## config.mk

```make
export PLATFORM = sky130hd
export DESIGN_NAME = signed_mult_sequencer_flat
export DESIGN_NICKNAME = d
export VERILOG_FILES = /design/src/rtl/signed_mult_sequencer_if.sv /design/src/rtl/signed_mult_sequencer.sv /design/src/flat_wrapper.sv
export SDC_FILE = /design/constraint.sdc
export NUM_CORES = 1
export LEC_CHECK = 0
export ABC_AREA = 1
export CAP_MARGIN = 20
export CORE_AREA = 2 2 58 60
export CTS_CLUSTER_SIZE = 16
export DETAILED_ROUTE_END_ITERATION = 6
export DIE_AREA = 0 0 60 62
export PLACE_DENSITY = 0.79
export RECOVER_POWER = 100
export SETUP_SLACK_MARGIN = 0.2
export SLEW_MARGIN = 15
export SYNTH_ARGS = -nofsm -noshare
export SYNTH_HDL_FRONTEND = slang
export SYNTH_SLANG_ARGS = --single-unit
```

## constraint.sdc

```tcl
create_clock -name clk -period 4.6 [get_ports clk]
set_input_delay 0.69 -clock clk [delete_from_list [all_inputs] [get_ports clk]]
set_output_delay 0.69 -clock clk [all_outputs]
set_load 0.02 [all_outputs]
```

## src/rtl/signed_mult_sequencer_if.sv

```systemverilog
`default_nettype none
// ============================================================================
// Module      : signed_mult_sequencer_if
// Description : Operand/product handshake bundle for signed_mult_sequencer.
//               The master is the operand source and product consumer.
//               The slave is the sequencer itself.
// Revision    : 1.0 - initial release
// ============================================================================
interface signed_mult_sequencer_if #(
    parameter int W = 4
);
    logic           abort;
    logic           in_valid;
    logic           in_ready;
    logic [W-1:0]   a;
    logic [W-1:0]   b;
    logic           out_valid;
    logic           out_ready;
    logic [2*W-1:0] product;
    logic           busy;

    modport master (
        output abort, in_valid, a, b, out_ready,
        input  in_ready, out_valid, product, busy
    );

    modport slave (
        input  abort, in_valid, a, b, out_ready,
        output in_ready, out_valid, product, busy
    );
endinterface
`default_nettype wire

```

## src/rtl/signed_mult_sequencer.sv

```systemverilog
`default_nettype none
// ============================================================================
// Module      : signed_mult_sequencer
// Description : Sequential signed W x W multiplier. It adds one partial-product
//               row per cycle, LSB row first. The MSB row is subtracted to
//               correct for the two's-complement sign weight of b. The 2W-bit
//               product is held on a valid/ready port.
// Revision    : 1.0 - initial release
// ============================================================================
module signed_mult_sequencer #(
    parameter int W = 4
) (
    input  logic                    clk,
    input  logic                    rst_n,
    signed_mult_sequencer_if.slave  bus
);
    localparam int              CW     = (W > 2) ? $clog2(W) : 1;
    localparam int              PW     = 2 * W;
    localparam logic [CW-1:0]   C_LAST = CW'(W - 1);

    typedef enum logic [1:0] {
        S_IDLE = 2'd0,
        S_ACC  = 2'd1,
        S_DONE = 2'd2
    } state_t;

    state_t          state_q, state_d;
    logic [W-1:0]    a_q, a_d;
    logic [W-1:0]    b_q, b_d;
    logic [CW-1:0]   cnt_q, cnt_d;
    logic [PW-1:0]   acc_q, acc_d;
    logic [PW-1:0]   product_q, product_d;

    logic [PW-1:0]   row_w;
    logic [PW-1:0]   term_w;
    logic [PW-1:0]   sum_w;

    // Current partial-product row and running sum; the MSB row carries weight -2^(W-1)
    always_comb begin
        row_w  = b_q[cnt_q] ? {{W{a_q[W-1]}}, a_q} : '0;
        term_w = row_w << cnt_q;
        sum_w  = (cnt_q == C_LAST) ? (acc_q - term_w) : (acc_q + term_w);
    end

    // Next-state and datapath control; abort overrides every handshake
    always_comb begin
        state_d   = state_q;
        a_d       = a_q;
        b_d       = b_q;
        cnt_d     = cnt_q;
        acc_d     = acc_q;
        product_d = product_q;

        if (bus.abort) begin
            state_d = S_IDLE;
            cnt_d   = '0;
            acc_d   = '0;
        end else begin
            case (state_q)
                S_IDLE: begin
                    if (bus.in_valid) begin
                        a_d     = bus.a;
                        b_d     = bus.b;
                        cnt_d   = '0;
                        acc_d   = '0;
                        state_d = S_ACC;
                    end
                end
                S_ACC: begin
                    acc_d = sum_w;
                    if (cnt_q == C_LAST) begin
                        product_d = sum_w;
                        state_d   = S_DONE;
                    end else begin
                        cnt_d = cnt_q + 1'b1;
                    end
                end
                S_DONE: begin
                    if (bus.out_ready) begin
                        state_d = S_IDLE;
                    end
                end
                default: begin
                    state_d = S_IDLE;
                end
            endcase
        end
    end

    // State and datapath registers with asynchronous active-low reset
    always_ff @(posedge clk or negedge rst_n) begin
        if (!rst_n) begin
            state_q   <= S_IDLE;
            a_q       <= '0;
            b_q       <= '0;
            cnt_q     <= '0;
            acc_q     <= '0;
            product_q <= '0;
        end else begin
            state_q   <= state_d;
            a_q       <= a_d;
            b_q       <= b_d;
            cnt_q     <= cnt_d;
            acc_q     <= acc_d;
            product_q <= product_d;
        end
    end

    assign bus.in_ready  = (state_q == S_IDLE);
    assign bus.out_valid = (state_q == S_DONE);
    assign bus.busy      = (state_q == S_ACC) || (state_q == S_DONE);
    assign bus.product   = product_q;

endmodule
`default_nettype wire

```

## src/flat_wrapper.sv

```systemverilog
// flat-port wrapper written by rule: the top's interface ports become plain ports
module signed_mult_sequencer_flat 
#(
    parameter int W = 4
)
  (clk, rst_n, bus_abort, bus_in_valid, bus_a, bus_b, bus_out_ready, bus_in_ready, bus_out_valid, bus_product, bus_busy);
  signed_mult_sequencer_if #(.W(W)) bus_i ();
  input  logic clk;
  input  logic rst_n;
  input wire logic [$bits(bus_i.abort)-1:0] bus_abort;
  input wire logic [$bits(bus_i.in_valid)-1:0] bus_in_valid;
  input wire logic [$bits(bus_i.a)-1:0] bus_a;
  input wire logic [$bits(bus_i.b)-1:0] bus_b;
  input wire logic [$bits(bus_i.out_ready)-1:0] bus_out_ready;
  output wire logic [$bits(bus_i.in_ready)-1:0] bus_in_ready;
  output wire logic [$bits(bus_i.out_valid)-1:0] bus_out_valid;
  output wire logic [$bits(bus_i.product)-1:0] bus_product;
  output wire logic [$bits(bus_i.busy)-1:0] bus_busy;
  assign bus_i.abort = bus_abort;
  assign bus_i.in_valid = bus_in_valid;
  assign bus_i.a = bus_a;
  assign bus_i.b = bus_b;
  assign bus_i.out_ready = bus_out_ready;
  assign bus_in_ready = bus_i.in_ready;
  assign bus_out_valid = bus_i.out_valid;
  assign bus_product = bus_i.product;
  assign bus_busy = bus_i.busy;
  signed_mult_sequencer #(.W(W)) u_core (.clk(clk), .rst_n(rst_n), .bus(bus_i));
endmodule
```

==> impl_metrics.py <==
metrics = {
    "worst_setup_path": {
        "cp.required_ns": 4.88,
        "endpoint_kind": "flop",
        "ff2ff_setup_slack_ns": 1.13,
        "path_class": "flop to flop",
        "r2r-end": "u_core.bus.product[7]",
        "crit_path_end": "u_core.bus.product[7]",
        "worstRegToRegCells": 20,
        "startpoint": "u_core.cnt_q[0]",
        "cp-start-kind": "flop",
        "crit_fanout": 8,
        "crit_arrival_ns": 3.75,
        "crit-reg2reg-launch": "u_core.cnt_q[0]",
    },
    "floorplan": {
        "start_util": 0.561,
        "core_um2": 3180,
        "io_pins": 24,
        "die_h_um": 62,
        "die_area_um2": 3720,
        "rows": 21,
        "dieWidth_um": 60,
    },
    "sta": {
        "hold_viol": 0,
        "max-slew-margin-rel": 0.0235,
        "rsz0062_at_grt": "no",
        "fmax_mhz": 288,
        "fin_crit_sh": 0.755,
        "tightestPinTransition_ns": 1.46,
        "clock_skew_ns": 0.00335,
        "worst_slack_ns": 1.13,
        "drv_slew": 0,
        "setup_viol": 0,
        "tns_ns": 0,
        "final.min_clock_period_ns": 3.47,
        "whs_ns": 0.492,
    },
    "synthesis": {
        "synth-edff-count": 0,
        "synth_top_area_share": 0.393,
        "synth.distinct_cells": 28,
        "yosysSeqAreaShare": 0.393,
        "synth_seq_cells": 28,
        "synth_ff_type": "dfrtp_1",
        "ys_warn_count": 0,
        "synth_cells": 205,
        "synth_top_area_cell": "dfrtp_1",
        "syn_area_um2": 1780,
        "async_flop_share": 1.00,
        "synth_area_leaders": "dfrtp_1 (39%), ha_1 (9.1%), nand2_1 (8.6%)",
        "syn-mean-instance-area_um2": 8.70,
        "syn_nets": 232,
    },
    "placed_design": {
        "dp_slack_ns": 1.36,
        "hpwlAfterDp_mm": 2.56,
        "port_buffers": 23,
        "place_area_um2": 2070,
        "gp_congestion": 0.818,
    },
    "clock_network": {
        "ctsHtreeMaxLevel": 1,
        "cts_resized": 0,
        "cts.sinks": 28,
        "cts_tree": "yes",
        "clock_latency_ns": 0.33,
        "path_clk_slew_ns": 0.14,
        "cts_buffers": 3,
        "cts_root_buf": "clkbuf_4",
        "clock_path_buffers": 2,
        "postCtsHoldBufs": 0,
        "cts_setup_buffers": 0,
    },
    "global_route": {
        "grt_pass1_wl_mm": 5.43,
        "antenna_found_initial": 0,
        "track_usage": 0.191,
        "grt_overflow": 0,
        "grt_max_degree": 29,
        "grt_pass1_vias": 1276,
    },
    "route": {
        "drtPass1Iterations": 4,
        "dr_total_vias": 1430,
        "met1Wirelength_mm": 1.49,
        "wirelength_mm": 3.19,
        "viasPerCell": 5.16,
        "drtIter0Drc": 73,
        "top_layer": "met4",
        "wl_per_cell_um": 11.5,
        "wl_met3_um": 67,
        "drc": 0,
        "dr_wl_met2_mm": 1.60,
        "ant_nets": 0,
    },
    "cells_and_area": {
        "layout_commonest_cell": "nand2_1",
        "layout_common_cells": "nand2_1 (41), dfrtp_1 (28), o21ai_0 (22), inv_1 (20), nand3_1 (15)",
        "syn2layout_area_growth_pct": 16.4,
        "fin_util": 0.653,
        "nNetsFinal": 260,
        "drive_gt1_frac": 0.130,
        "stdcell_area_um2": 2080,
        "antennaDiodeCount": 0,
        "fillers": 272,
    },
    "pwr": {
        "p_leak_uw": 0.00100,
        "ir_drop_mv": 0.366,
        "p_per_area_nw_per_um2": 811,
    },
    "status": {
        "outcome": "completed",
    },
    "worst_hold_path": {
        "hp-class": "flop to flop",
    },
    "job": {
        "cap_violations": 0,
    },
}
[registers in the layout, summed over array words and instances, names as in the netlist]
register            flops
u_core.a_q              4
u_core.acc_q            8
u_core.b_q              4
u_core.bus.product      8
u_core.cnt_q            2
u_core.state_q          2
[cell usage after synthesis (2+ instances only)]
cell type / n
xor2_1: 8
inv_2: 2
xnor2_1: 2
nor3_1: 3
nand2_2: 7
nand3_1: 13
a21oi_1: 6
inv_1: 19
nor2_1: 11
nand3_2: 5
ha_1: 13
mux2_2: 8
nor2_2: 2
nand4_1: 3
dfrtp_1: 28
nand3_4: 2
nand2_1: 41
o21ai_0: 21
o22ai_1: 2
[power breakdown]
group	switching [uW]	internal, uW
Sequential	47.5	316
Combinational	732	488
Clock	69.2	30.8
[area by class of cell]
class,count,area [um2],area share
Clock buffer,3,22.5,0.0108
Inverter,22,85.1,0.0410
Multi-Input combinational cell,154,976,0.470
Sequential cell,28,701,0.338
Tap cell,46,57.6,0.0277
Timing Repair Buffer,24,234,0.113
[per-layer routing]
| layer | track usage | up-vias |
|---|---|---|
| li1 | - | 749 |
| met5 | 0 | - |
| met2 | 0.332 | 17 |
| met4 | 0.0571 | 0 |
| met1 | 0.246 | 659 |
| met3 | 0.0311 | 5 |
[per-stage QoR]
stage | total power, uW | std cells
finish | 1680 | 277
global route | 1890 | 277
CTS | 1720 | 277
detailed placement | 1620 | 274
global placement | 1580 | 274
floorplan | 1370 | 205
[logic make-up after synthesis]
group           synth area share
buf+inv                   0.0498
mux                       0.0505
fa+ha+maj                  0.102
xor+xnor                  0.0491
compound gates             0.105
simple gates               0.251
flops                      0.393
[worst max-delay path, stage by stage (launching register included)]
cell and delay (ns):
dfrtp_1 0.49, inv_1 0.26, nand2_2 0.07, nand3_1 0.21, nand3_1 0.14, nand2_1 0.12, nand3_1 0.12, ha_1 0.30
inv_1 0.03, o21ai_0 0.27, inv_1 0.09, ha_1 0.28, nand2_1 0.06, o21ai_0 0.27, nand2_1 0.08, o311ai_0 0.12
xor2_1 0.22, inv_1 0.06, nand3_1 0.10, nand3_1 0.08, nand2_1 0.06
[worst min path at each step]
stage,cells past startpoint,startpoint,slack [ns],to
after floorplan,0,rst_n,0.39,u_core.a_q[0]
after global placement,2,u_core.bus.product[7],0.46,u_core.bus.product[7]
after detailed placement,2,u_core.acc_q[7],0.47,u_core.acc_q[7]
after CTS,2,u_core.bus.product[4],0.50,u_core.bus.product[4]
after global routing,2,u_core.bus.product[5],0.53,u_core.bus.product[5]
final,2,u_core.bus.product[4],0.49,u_core.bus.product[4]
(Power assumes the default switching activity.)
